==> config.mk <==
export PLATFORM = sky130hd
export DESIGN_NAME = kwta_tie_break
export DESIGN_NICKNAME = d
export VERILOG_FILES = /design/src/rtl/kwta_pkg.sv /design/src/rtl/kwta_priority_sel.sv /design/src/rtl/kwta_tie_break.sv
export SDC_FILE = /design/constraint.sdc
export NUM_CORES = 1
export LEC_CHECK = 0
export ABC_CLOCK_PERIOD_IN_PS = 18800
export CAP_MARGIN = 5
export CORE_UTILIZATION = 50
export CTS_BUF_LIST = sky130_fd_sc_hd__clkbuf_8
export CTS_CLUSTER_DIAMETER = 100
export DETAILED_ROUTE_END_ITERATION = 7
export PLACE_DENSITY = 0.71
export SYNTH_ARGS = -nofsm -noshare
export SYNTH_HDL_FRONTEND = slang
export SYNTH_SLANG_ARGS = --single-unit
==> constraint.sdc <==
create_clock -name clk -period 18.8 [get_ports clk]
set_input_delay 2.82 -clock clk [delete_from_list [all_inputs] [get_ports clk]]
set_output_delay 2.82 -clock clk [all_outputs]
set_load 0.03 [all_outputs]
==> src/rtl/kwta_pkg.sv <==
// Shared types and helpers for the k-winner-take-all stages of the temporal column.
package kwta_pkg;

  typedef enum logic {EDGE_RISING, EDGE_FALLING} edge_mode_e;
  typedef enum logic {TIE_FIXED, TIE_RR} tie_mode_e;

  function automatic int popcount(input logic [63:0] v);
    int n = 0;
    for (int i = 0; i < 64; i++) n += int'(v[i]);
    return n;
  endfunction

endpackage

==> src/rtl/kwta_priority_sel.sv <==
// Grants the first 'limit' requests in rotating priority order starting at 'start';
// last_idx is the granted index that came last in that order.
module kwta_priority_sel #(
  parameter int N  = 8,
  parameter int IW = (N > 1) ? $clog2(N) : 1,
  parameter int LW = $clog2(N + 1)
) (
  input  logic [N-1:0]  req,
  input  logic [IW-1:0] start,
  input  logic [LW-1:0] limit,
  output logic [N-1:0]  grant,
  output logic [IW-1:0] last_idx
);

  logic [N-1:0] rot;
  logic [N-1:0] sel;
  logic [N:0]   therm;

  always_comb begin
    int cnt;
    cnt      = 0;
    rot      = '0;
    sel      = '0;
    therm    = '0;
    grant    = '0;
    last_idx = '0;
    for (int c = 0; c <= N; c++) therm[c] = (c < int'(limit));
    for (int j = 0; j < N; j++) rot[j] = req[(int'(start) + j) % N];
    // therm indexed by the number of requests ahead of j keeps only the first 'limit'
    for (int j = 0; j < N; j++) begin
      sel[j] = rot[j] & therm[cnt];
      cnt += int'(rot[j]);
    end
    for (int j = 0; j < N; j++) begin
      if (sel[j]) begin
        grant[(int'(start) + j) % N] = 1'b1;
        last_idx = IW'((int'(start) + j) % N);
      end
    end
  end

endmodule

==> src/rtl/kwta_tie_break.sv <==
// kWTA stage: passes the first K spike edges per gamma cycle as fixed-width pulses,
// with deterministic fixed or round-robin tie-breaking among simultaneous edges.
module kwta_tie_break
  import kwta_pkg::*;
#(
  parameter int         NUM_INPUTS        = 8,
  parameter int         K                 = 3,
  parameter int         GAMMA_CYCLE_WIDTH = 16,
  parameter int         PULSE_WIDTH       = 8,
  parameter edge_mode_e EDGE_MODE         = EDGE_RISING,
  parameter tie_mode_e  TIE_MODE          = TIE_FIXED,
  localparam int        CW                = $clog2(K + 1)
) (
  input  logic                  clk,
  input  logic                  rst_n,
  input  logic [NUM_INPUTS-1:0] input_spikes,
  output logic [NUM_INPUTS-1:0] output_spikes,
  output logic                  gamma_start,
  output logic [CW-1:0]         win_count
);

  localparam int GW = (GAMMA_CYCLE_WIDTH > 1) ? $clog2(GAMMA_CYCLE_WIDTH) : 1;
  localparam int PW = $clog2(PULSE_WIDTH + 1);
  localparam int IW = (NUM_INPUTS > 1) ? $clog2(NUM_INPUTS) : 1;
  localparam int LW = $clog2(NUM_INPUTS + 1);
  localparam logic [NUM_INPUTS-1:0] IDLE =
    (EDGE_MODE == EDGE_FALLING) ? {NUM_INPUTS{1'b1}} : {NUM_INPUTS{1'b0}};

  logic [GW-1:0]         gcnt;
  logic [NUM_INPUTS-1:0] prev;
  logic [NUM_INPUTS-1:0] won;
  logic [IW-1:0]         ptr;
  logic [PW-1:0]         pcnt [NUM_INPUTS];

  logic                  new_cycle;
  logic [NUM_INPUTS-1:0] edges;
  logic [NUM_INPUTS-1:0] won_eff;
  logic [NUM_INPUTS-1:0] eligible;
  logic [NUM_INPUTS-1:0] grant;
  logic [CW-1:0]         cnt_eff;
  logic [LW-1:0]         rem;
  logic [IW-1:0]         start;
  logic [IW-1:0]         last_idx;

  // XOR with the idle level maps both encodings onto active-high
  assign edges     = (input_spikes ^ IDLE) & ~(prev ^ IDLE);
  assign new_cycle = (gcnt == '0);
  assign won_eff   = new_cycle ? '0 : won;
  assign cnt_eff   = new_cycle ? '0 : win_count;
  assign eligible  = edges & ~won_eff;
  assign rem       = LW'(K) - LW'(cnt_eff);
  assign start     = (TIE_MODE == TIE_RR) ? ptr : '0;

  kwta_priority_sel #(.N(NUM_INPUTS), .IW(IW), .LW(LW)) u_sel (
    .req      (eligible),
    .start    (start),
    .limit    (rem),
    .grant    (grant),
    .last_idx (last_idx)
  );

  always_ff @(posedge clk) begin
    if (!rst_n) begin
      gcnt      <= '0;
      prev      <= IDLE;
      won       <= '0;
      win_count <= '0;
      ptr       <= '0;
      for (int i = 0; i < NUM_INPUTS; i++) pcnt[i] <= '0;
    end else begin
      gcnt      <= (gcnt == GW'(GAMMA_CYCLE_WIDTH - 1)) ? '0 : gcnt + 1'b1;
      prev      <= input_spikes;
      won       <= won_eff | grant;
      win_count <= cnt_eff + CW'(popcount(64'(grant)));
      if (TIE_MODE == TIE_RR && grant != '0)
        ptr <= (last_idx == IW'(NUM_INPUTS - 1)) ? '0 : last_idx + 1'b1;
      for (int i = 0; i < NUM_INPUTS; i++) begin
        if (grant[i])            pcnt[i] <= PW'(PULSE_WIDTH);
        else if (pcnt[i] != '0)  pcnt[i] <= pcnt[i] - 1'b1;
      end
    end
  end

  always_comb begin
    output_spikes = '0;
    for (int i = 0; i < NUM_INPUTS; i++) output_spikes[i] = (pcnt[i] != '0);
  end

  assign gamma_start = (gcnt == '0);

endmodule

=== Word level (Yosys, flattened, before mapping) ===
Memory sizes are Yosys's and may differ from the RTL's.
Index checks and enable logic that the tools add are counted.

* Word-level logic and storage cells: 189
* Bits in writable memories: 32
* Input bits: 10
* Flip-flop bits (word level): 22
* Memories: 1
* Output and inout bits: 11

* Order comparisons: 16
* Muxes and demuxes: 103
* Add/sub/neg operators: 24
* Bitwise operators: 30
* Equality and inequality tests: 1
* Reduce and logical (&&, ||, !) cells: 10

{| class="wikitable"
|+ Memory list
! memory !! depth !! width !! rd ports !! clocked after Yosys merged registers in !! write ports !! line !! text
|-
| pcnt || 8 || 4 || 8 || 0 || 8 || kwta_tie_break.sv:33 || <nowiki>logic [PW-1:0] pcnt [NUM_INPUTS];</nowiki>
|}

{| class="wikitable"
|+ Operators with widths
! kind !! count
|-
| $lt 32x6->1 const B || 6
|-
| $add 32x2->32 || 5
|-
| $mux 1 || 72
|-
| $mux 4 || 17
|-
| $reduce_bool 4->1 || 8
|-
| $sub 4x1->4 const B || 8
|-
| $bmux 1 s4 || 6
|-
| $and 8x8->8 || 2
|-
| $lt 3x4->1 const A || 4
|-
| $mux 8 || 2
|-
| $not 8->8 || 2
|-
| $or 1x1->1 || 16
|-
| $add 2x1->2 || 6
|-
| $and 1x1->1 || 8
|-
| $lt 1x4->1 const A || 2
|-
| $lt 2x4->1 const A || 2
|-
| $or 8x8->8 || 1
|-
| $mux 7 || 1
|-
| $mux 6 || 1
|-
| $lt 1x5->1 const B || 1
|-
| $mux 5 || 1
|-
| $add 1x1->2 || 2
|-
| $add 4x1->4 const B || 1
|-
| $eq 4x4->1 const B || 1
|-
| 8 further kinds || 9
|}

=== Depth between registers and ports, before layout ===
* Word-level depth: 23
* Gate-level depth with buffers: 26

=== Hierarchy ===
Synthesis repeated with hierarchy kept, for this count alone.

* Cell total of the unflattened synthesis: 470
* Area, all modules: 4468.0 um^2

{| class="wikitable"
|+ By module, submodules not included
! module !! cells an instance !! seq. area each (um^2) !! times used !! area each (um^2)
|-
| kwta_tie_break || 260 || 1401.3 || 1 || 2733.9
|-
| kwta_priority_sel || 210 || 0.0 || 1 || 1734.2
|}

=== Worst setup path after synthesis ===
No wires, ideal clock.

* Path type: in2reg
* From: input port input_spikes[0]
* To: register win_count[1]
* Slack: 11.083 ns
* Setup time: 0.115 ns
* Data arrival time: 7.602 ns
* Cell stages on the path: 21
* Cell sequence: nand2b_1 > a21oi_1 > fa_1 > ha_1 > inv_1 > fa_1 > inv_1 > ha_1 > ha_1 > ha_1 > a221oi_2 > o311ai_1 > or3_1 > buf_2 > fa_1 > inv_1 > fa_1 > xor2_1 > xnor2_1 > xnor2_1 > and2_1

* Cells in the longest elaborated chain, start to end: 20

{| class="wikitable"
|+ Ends and longest elaborated chain
! item !! line !! text
|-
| start: declaration || kwta_tie_break.sv:16 || <nowiki>input logic [NUM_INPUTS-1:0] input_spikes,</nowiki>
|-
| $and 8x8->8 (*) || kwta_tie_break.sv:46 || <nowiki>assign edges = (input_spikes ^ IDLE) & ~(prev ^ IDLE);</nowiki>
|-
| $and 8x8->8 (*) || kwta_tie_break.sv:50 || <nowiki>assign eligible = edges & ~won_eff;</nowiki>
|-
| branches (longest 10 deep; another with $add 32x2->32) || n/a ||
|-
| $mux 8 (*) || kwta_priority_sel.sv:35 || <nowiki>if (sel[j]) begin</nowiki>
|-
| $add 2x1->2 (5 in series) || kwta_pkg.sv:9 || <nowiki>for (int i = 0; i < 64; i++) n += int'(v[i]);</nowiki>
|-
| $add 2x1->2 (*) || kwta_pkg.sv:9 ||
|-
| $add 2x2->2 (*) || kwta_tie_break.sv:74 || <nowiki>win_count <= cnt_eff + CW'(popcount(64'(grant)));</nowiki>
|-
| end signal: assignment || kwta_tie_break.sv:74 ||
|-
| end: declaration || kwta_tie_break.sv:19 || <nowiki>output logic [CW-1:0] win_count</nowiki>
|}

Mark *: on every way between the ends. The select of a mux whose other input is x is not followed.
A chain may end at the register's enable or synchronous reset.

=== Final worst setup path ===
Same ends and word-level chain as after synthesis.

==> results.tsv <==
metric	value	unit
clock-sinks	54	
ys_seq_area_share	43.68	%
numCtsBuffers	5	
fin_cells	413	
finalSetupViolations	0	
hpwl	4.027	mm
nNetsFinal	375	
antenna_left	0	
grt_antenna_before_repair	0	
powerDensity	152.1	nW/um^2
min_period	8.161	ns
cts-root-buf	clkbuf_8	
postCtsSetupBuffers	0	
fin_ws	10.64	ns
grt_use_total	18.24	%
crit_path_end_kind	flop	
design_area	3567	um^2
grt_pass1_vias	2178	
fin_hold_ws	0.4673	ns
drc	0	
worstSetupPathType	in2reg	
synthCells	320	
ys.flop_type	edfxtp_1	
routed-via-count	2231	
netlist_area	3208	um^2
dieHeight	82.10	um
synth_nets	358	
synth_top_family_by_area	simple AND/OR/NAND/NOR gates	
pre_cts_slack	10.31	ns
grt_pass1_wl	9.404	mm
io-pin-count	21	
cts_tree	done	
fillCellCount	534	
dieArea	6740	um^2
fin_setup_tns	0	ns
maxCapViolations	0	
most-common-layout-cells	inv_1, edfxtp_1, nor2_1, ha_1, dfxtp_1	
timing.final.crit_share	43.41	%
clock_latency	0.30	ns
grt_max_degree	55	
drv_slew	0	
grt_overflow	0	
layout_commonest_cell	inv_1	
worst_slew_pin_slew	0.6188	ns
synthXorXnorAreaFrac	5.811	%
synthArstFlopShare	0	%
layout-drive-gt1-share	3.550	%
wl_per_cell	13.16	um
power_leakage	1.476	nW
initial_core_util	52.93	%
cts_hold_buf	0	
min_path_type	reg2reg	
area_growth	11.19	%
portBuffers	20	
dpl-instance-area	3461	um^2
drt_iter0_drc	100	
diodes	0	
vias_per_cell	5.402	
std_cell_rows	28	
vdd.ir_drop.worst	0.08221	mV
clk_path_buf_depth	2	
startpoint_type	primary input	
rsz0062_at_grt	false	
die_w	82.10	um
gp_congestion	0.8747	
path_clk_slew	0.10	ns
outcome	completed	
synth_edf_count	32	
postCtsResizedCells	0	
slew_headroom	58.39	%
hold_viol	0	
drt-total-wl	5.436	mm
skew	0.009715	ns
cp_data_arrival_time	8.36	ns
synthAdderAreaFrac	12.32	%
syn_area_per_cell	10.03	um^2
synthMuxAreaShare	0	%
dp_cells	405	
crit_fanout	7	
synth_cell_types	43	
synth-seq-cells	54	
synth-simple-area-share	21.22	%
htree_levels	2	
worstPathRequired	19.00	ns
yosysWarningCount	0	
drt-pass1-iter-count	6	
synth_compound_area_share	11.00	%
core	6061	um^2
fmax	122.5	MHz
-- registers in the layout, indices dropped and copies added, names as in the netlist --
register / flops
prev: 8
pcnt: 32
win_count: 2
won: 8
gcnt: 4
-- power by group --
group	internal (mW)	switching (mW)	total, mW
logic	0.117	0.151	0.268
registers	0.174	0.0250	0.199
clock network	0.0388	0.0364	0.0752
-- metrics by stage --
| step | util, % | power, mW |
|---|---|---|
| 6_report | 58.86 | 0.5426 |
| 5_1_grt | 58.86 | 0.5933 |
| 4_1_cts | 58.86 | 0.5472 |
| 3_5_place_dp | 57.10 | 0.4706 |
| 3_3_place_gp | 57.10 | 0.4631 |
| 2_1_floorplan | - | 0.4006 |
-- Yosys cell counts, types with 3 or more instances --
library cell / number / area [um^2]
nand3_1: 12 / 60.06
clkbuf_1: 8 / 30.03
o2111ai_1: 3 / 26.28
inv_1: 36 / 135.1
nand3b_1: 3 / 22.52
nand2_1: 16 / 60.06
edfxtp_1: 32 / 960.9
o211ai_1: 3 / 22.52
xor2_1: 10 / 87.58
dfxtp_1: 22 / 440.4
ha_1: 22 / 275.3
and4_1: 8 / 70.07
or3_1: 8 / 50.05
nor3_1: 8 / 40.04
nor2_1: 22 / 82.58
fa_1: 6 / 120.1
o21ai_0: 4 / 20.02
nand2b_1: 7 / 43.79
nand4_1: 4 / 25.02
and3_1: 3 / 18.77
xnor2_1: 6 / 52.55
and4b_1: 4 / 40.04
buf_2: 3 / 15.01
a21boi_0: 14 / 105.1
nor3b_1: 5 / 37.54
a21oi_1: 20 / 100.1
and2_1: 12 / 75.07
-- worst max-delay path, cell delays in order --
cell and delay (ns):
clkdlybuf4s50_1 0.47, nand2b_1 0.06, a21oi_1 0.32, fa_1 0.52
ha_1 0.22, inv_1 0.07, fa_1 0.45, inv_1 0.09
ha_1 0.25, ha_1 0.34, ha_1 0.35, a221oi_2 0.28
o311ai_1 0.12, or3_1 0.47, fa_1 0.52, inv_1 0.05
fa_1 0.37, xor2_1 0.18, xnor2_1 0.14, xnor2_1 0.12
and2_1 0.14
-- layout make-up --
type | count | area (um^2) | area share [%]
inverter | 36 | 135.1 | 3.788
tap | 75 | 93.84 | 2.631
clock inverter | 3 | 37.54 | 1.052
clock buffer | 5 | 68.82 | 1.929
sequential | 54 | 1401 | 39.28
timing repair buffer | 22 | 215.2 | 6.033
multi-input combinational | 218 | 1615 | 45.28
-- final timing paths --
path | end | from | cells after the start | slack [ns]
min reg2reg | won[0] | won[0] | 2 | 0.47
min | won[0] | won[0] | 2 | 0.47
max | win_count[1] | input_spikes[0] | 21 | 10.64
max reg2reg | win_count[1] | gcnt[0] | 23 | 12.49
-- logic make-up (layout without fill, tap and decap cells) --
family                     after synthesis  in the layout
and+or+nand+nor                        119            119
DFF                                     54             54
adders and majority gates               28             28
xor gates and xnor gates                18             18
buffers and inverters                   48             66
AOI/OAI and AO/OA                       53             53
-- layer usage --
layer	track usage, %	wire (um)
met2	31.90	2630
met1	22.32	2587
met3	2.967	123
met5	0	0
met4	7.368	94
(Power assumes the default switching activity.)
